`config.mk`:
```
export PLATFORM = sky130hd
export DESIGN_NAME = rt_ibex_hws_ctrl
export DESIGN_NICKNAME = d
export VERILOG_FILES = /design/src/rtl/rt_ibex_hws_ctrl.sv
export SDC_FILE = /design/constraint.sdc
export NUM_CORES = 1
export LEC_CHECK = 0
export ABC_AREA = 1
export CAP_MARGIN = 0
export CORE_MARGIN = 2
export CORE_UTILIZATION = 45
export DETAILED_ROUTE_END_ITERATION = 7
export DONT_BUFFER_PORTS = 1
export PLACE_DENSITY = 0.64
export SYNTH_ARGS = -nofsm -noshare
export SYNTH_HDL_FRONTEND = slang
export SYNTH_SLANG_ARGS = --single-unit
```
`constraint.sdc`:
```
create_clock -name clk_i -period 1.85 [get_ports clk_i]
set_input_delay 0.185 -clock clk_i [delete_from_list [all_inputs] [get_ports clk_i]]
set_output_delay 0.185 -clock clk_i [all_outputs]
set_load 0.02 [all_outputs]
```
`src/rtl/rt_ibex_hws_ctrl.sv`:
```
// rt_ibex_hws_ctrl
// Initiator-side controller for the RT-IBEX hardware stacking unit. Requests
// a context SAVE on interrupt entry and a RESTORE on mret, sequences the
// stacker start/done/ack handshake, halts fetch while a sequence runs, tracks
// the nesting depth, tail-chains mret+irq, and flags overflow and timeouts.
//
// Ports:
//   clk_i, rst_ni    clock, asynchronous active-low reset
//   irq_req_i        enabled interrupt pending (level)
//   mret_i           mret retiring (single-cycle pulse)
//   hws_start_o      start request to the stacker
//   hws_mode_o       SAVE or RESTORE
//   hws_done_i       registered done from the stacker
//   hws_ack_o        acknowledges done
//   irq_take_o       interrupt committed, redirect to handler
//   mret_done_o      mret restore complete, redirect to mepc
//   fetch_halt_o     halts IF/ID issue while a sequence runs
//   nest_level_o     current stacked-frame count
//   err_overflow_o   sticky: interrupt refused at full depth
//   err_timeout_o    sticky: stacker did not signal done in time

package rt_ibex_hws_pkg;
  typedef enum logic {
    HWS_SAVE    = 1'b0,
    HWS_RESTORE = 1'b1
  } hw_stacking_mode_t;
endpackage

module rt_ibex_hws_ctrl
  import rt_ibex_hws_pkg::*;
#(
  parameter int unsigned NEST_DEPTH = 4,
  parameter int unsigned TIMEOUT    = 64
) (
  input  logic                              clk_i,
  input  logic                              rst_ni,
  input  logic                              irq_req_i,
  input  logic                              mret_i,
  output logic                              hws_start_o,
  output hw_stacking_mode_t                 hws_mode_o,
  input  logic                              hws_done_i,
  output logic                              hws_ack_o,
  output logic                              irq_take_o,
  output logic                              mret_done_o,
  output logic                              fetch_halt_o,
  output logic [$clog2(NEST_DEPTH+1)-1:0]   nest_level_o,
  output logic                              err_overflow_o,
  output logic                              err_timeout_o
);

  localparam int unsigned NW = $clog2(NEST_DEPTH + 1);
  localparam int unsigned TW = $clog2(TIMEOUT + 1);
  localparam logic [NW-1:0] NEST_MAX = NW'(NEST_DEPTH);
  localparam logic [TW-1:0] TMAX     = TW'(TIMEOUT);

  typedef enum logic [3:0] {
    IDLE,
    SAVE_START,
    SAVE_WAIT,
    SAVE_ACK,
    RST_START,
    RST_WAIT,
    RST_ACK,
    TAIL,
    PASS,
    ERROR
  } state_e;

  state_e            state_q, state_d;
  logic [NW-1:0]     nest_q, nest_d;
  logic [TW-1:0]     timer_q, timer_d;
  logic              ovf_q, ovf_d;

  logic              start_q;
  hw_stacking_mode_t mode_q;
  logic              ack_q;
  logic              take_q;
  logic              mdone_q;
  logic              halt_q;
  logic              tout_q;

  always_comb begin
    state_d = state_q;
    nest_d  = nest_q;
    timer_d = timer_q;
    ovf_d   = ovf_q;
    unique case (state_q)
      IDLE: begin
        if (mret_i && (nest_q != '0) && irq_req_i) begin
          state_d = TAIL;
        end else if (mret_i && (nest_q != '0)) begin
          state_d = RST_START;
        end else if (mret_i) begin
          state_d = PASS;
        end else if (irq_req_i) begin
          if (nest_q < NEST_MAX) state_d = SAVE_START;
          else                   ovf_d   = 1'b1;
        end
      end
      SAVE_START: begin
        state_d = SAVE_WAIT;
        timer_d = '0;
      end
      RST_START: begin
        state_d = RST_WAIT;
        timer_d = '0;
      end
      // A done seen while the timer is still 0 is the stale registered done
      // of the previous sequence. A qualifying done wins over the timeout in
      // the same cycle; the timer stops counting once it reaches TMAX.
      SAVE_WAIT, RST_WAIT: begin
        if (hws_done_i && (timer_q != '0)) begin
          state_d = (state_q == SAVE_WAIT) ? SAVE_ACK : RST_ACK;
        end else if (timer_q == TMAX) begin
          state_d = ERROR;
        end else begin
          timer_d = timer_q + 1'b1;
        end
      end
      SAVE_ACK: begin
        nest_d  = nest_q + 1'b1;
        state_d = IDLE;
      end
      RST_ACK: begin
        nest_d  = nest_q - 1'b1;
        state_d = IDLE;
      end
      TAIL:    state_d = IDLE;
      PASS:    state_d = IDLE;
      ERROR:   state_d = ERROR;
      default: state_d = IDLE;
    endcase
  end

  // Outputs are registered by decoding the next state, so each output is
  // valid in the same cycle as the state it belongs to.
  always_ff @(posedge clk_i or negedge rst_ni) begin
    if (!rst_ni) begin
      state_q <= IDLE;
      nest_q  <= '0;
      timer_q <= '0;
      ovf_q   <= 1'b0;
      start_q <= 1'b0;
      mode_q  <= HWS_SAVE;
      ack_q   <= 1'b0;
      take_q  <= 1'b0;
      mdone_q <= 1'b0;
      halt_q  <= 1'b0;
      tout_q  <= 1'b0;
    end else begin
      state_q <= state_d;
      nest_q  <= nest_d;
      timer_q <= timer_d;
      ovf_q   <= ovf_d;
      start_q <= (state_d == SAVE_START) || (state_d == RST_START);
      mode_q  <= ((state_d == RST_START) || (state_d == RST_WAIT) ||
                  (state_d == RST_ACK)) ? HWS_RESTORE : HWS_SAVE;
      ack_q   <= (state_d == SAVE_ACK) || (state_d == RST_ACK);
      take_q  <= (state_d == SAVE_ACK) || (state_d == TAIL);
      mdone_q <= (state_d == RST_ACK) || (state_d == PASS);
      halt_q  <= (state_d != IDLE);
      tout_q  <= (state_d == ERROR);
    end
  end

  assign hws_start_o    = start_q;
  assign hws_mode_o     = mode_q;
  assign hws_ack_o      = ack_q;
  assign irq_take_o     = take_q;
  assign mret_done_o    = mdone_q;
  assign fetch_halt_o   = halt_q;
  assign nest_level_o   = nest_q;
  assign err_overflow_o = ovf_q;
  assign err_timeout_o  = tout_q;

endmodule

```
==> flow_summary.toml <==
[floorplan]
std_cell_rows = 19
dieWidth_um = 57.9
initial_core_util = 0.474
core-area_um2 = 2760
die_area_um2 = 3350
ios = 16
die_y_um = 57.9

[synth]
syn_area_um2 = 1310
synth.largest_area_cell = "dfrtp_1"
synth_top_family_by_area = "simple AND/OR/NAND/NOR gates"
ys_ff_latch = 22
synth_xor_area_frac = 0.0201
synth_area_leaders = "dfrtp_1 42%, nand2_1 14%, nand3_1 7.3%, inv_1 6.3%, nor2_1 5.5%"
synth_cells = 176
synth_top_area_frac = 0.421
synth_compound_area_frac = 0.0623
async_reset_ff_frac = 1.00
synthAdderAreaFrac = 0.0345
synth-simple-area-share = 0.373
yosysUniqueCellTypes = 25
synth_edf_count = 0
synth_seq_area_share = 0.421
synth_ff_type = "dfrtp_1"
yosysWarnings = 0
avgSynthCellArea_um2 = 7.42
synth_mux_area_frac = 0
synth_fp_nets = 184

[setup_path]
required_ns = 2.05
cp-end-kind = "flip-flop"
critPathKind = "reg2reg"
max_stage_delay_ns = 0.42
worstPathMaxFanout = 3
path_cells = "inv_1, nor2_2, nand3_1, fa_1, nor3_1, a21oi_1, xor2_1"
path_delay_family = "simple AND/OR/NAND/NOR gates"
start_kind = "flip-flop"
worstPathArrival_ns = 1.94
crit_buf_inv = 1
cpMaxStageDelayCell = "dfrtp_1"

[routing]
wl_met2_um = 1300
wl_um = 2490
drt-initial-drc-count = 34
wl_per_cell_um = 11.7
avgViaCountPerCell = 5.00
wl_met3_um = 94
dr.pass1.iters = 4
top_layer = "met4"
met1_length_um = 1070
dr_total_vias = 1059
drcViolationCount = 0
ant_nets = 0

[timing]
hold_viol_final = 0
setup_viol = 0
drv_slew = 0
max_slew_margin = 0.330
max_clock_freq_mhz = 575
worst_pin_slew_ns = 1.00
finalCriticalPeriod_ns = 1.74
fin_worst_skew_ns = 0.00437
fin_crit_sh = 0.940
setup_tns_ns = 0
rsz0062_at_grt = "false"

[final_layout]
design_area_um2 = 1390
n_antenna_cell = 0
nNetsFinal = 190
area_growth_pct = 6.32
drive_gt1_frac = 0.160
layout_common_cells = "49 x nand2_1, 22 x inv_1, 22 x dfrtp_1"
layout_commonest_cell = "nand2_1"

[cts]
cts_sinks = 22
clk_latency_ns = 0.31
h-tree-depth = 1
cts_root_buf = "clkbuf_4"
cts_tree = "yes"
clk_pin_slew_ns = 0.13
cts_made_buffers = 3
clockBufferDepth = 2

[pwr]
switching_share = 0.479
p_comb_frac = 0.460
seqPwrFrac = 0.405
p_clk_frac = 0.135
pwr_density_cell_nw_per_um2 = 1450
p_switching_mw = 0.966
power.internal_mw = 1.05
power.leakage_nw = 0.741
ir_worst_vdd_uv = 1040

[placed_design]
io_buffers = 0
dpl_cell_area_um2 = 1340
gp_congestion = 0.852
hpwlAfterDp_um = 1920

[run_status]
status = "finished, final reports clean"

[global_routing]
grt_max_degree = 23
grt-ovfl-total = 0
grt_pass1_vias = 1040
grt_pass1_wl_um = 4490
antenna_found_initial = 0
track_usage = 0.175

[flow_run]
maxCapViolCount = 0

[worst_hold_path]
worstHoldPathType = "in2reg"
==> worst paths after layout <==
path,from,to,slack (ns),depth (start not counted)
worst max-delay path,state_q[2],nest_level_o[2],0.11,7
worst min-delay path,hws_done_i,hws_ack_o,0.03,2
worst max register to register,state_q[2],nest_level_o[2],0.11,7
worst min register to register,timer_q[0],timer_q[0],0.57,2
max in group asynchronous,rst_ni,nest_level_o[2],0.77,1
min in group asynchronous,rst_ni,timer_q[3],0.47,1
==> what timing repair did <==
action,4_1_cts,5_1_grt
hold endpoints to repair,22,0
endpoints found under the setup margin,0,1
hold buffers,1,0
setup buffers,0,0
resized for setup,0,2
==> flip-flops by register name, summed over array words and instances, names as in the netlist <==
signal	flops
err_overflow_o	1
hws_start_o	1
mret_done_o	1
state_q	4
timer_q	7
hws_ack_o	1
hws_mode_o	1
nest_level_o	3
err_timeout_o	1
irq_take_o	1
fetch_halt_o	1
==> metal layers <==
| layer | vias up | GRT usage |
|---|---|---|
| li1 | 556 | - |
| met1 | 484 | 0.207 |
| met2 | 15 | 0.317 |
| met3 | 4 | 0.0402 |
| met4 | 0 | 0.0498 |
| met5 | - | 0 |
==> Yosys cell counts, types with 3 or more instances <==
library cell	n
nand2_2	6
inv_1	22
inv_2	3
o21ai_1	7
dfrtp_1	22
nor2_2	4
nand3_1	19
nand2_1	49
or2_2	4
nor2_1	19
==> per-stage QoR <==
stage,util,hold slack [ns],total power [mW],setup slack (ns),cells
after CTS,0.502,0.0150,2.04,0.106,212
after global placement,0.485,-0.110,1.72,0.198,207
after detailed placement,0.485,-0.110,1.75,0.141,207
after global routing,0.504,0.0155,2.22,0.0201,212
after floorplan,-,-0.111,1.59,0.302,176
final,0.504,0.0284,2.02,0.111,212
==> cells by family (layout without fill, tap and decap cells) <==
group	Yosys count	in the layout
flops	22	22
fa+ha+maj	3	3
compound gates	14	14
simple gates	107	107
xor+xnor	3	3
buf+inv	27	32
==> layout make-up <==
cell class | instances | area (µm²)
fill | 270 | 1370
sequential | 22 | 551
inverter | 25 | 93.8
multi-input combinational | 127 | 644
tap | 31 | 38.8
timing repair buffer | 3 | 25.0
clock buffer | 4 | 36.3
==> power groups by stage <==
| stage | logic, mW | registers, mW | clock network [mW] |
|---|---|---|---|
| after CTS | 0.933 | 0.823 | 0.284 |
| after floorplan | 0.776 | 0.818 | 0 |
| after detailed placement | 0.918 | 0.831 | 0 |
| after global placement | 0.894 | 0.829 | 0 |
| final | 0.928 | 0.817 | 0.272 |
| after global routing | 1.09 | 0.837 | 0.293 |
Power figures use the tool's default switching activity.
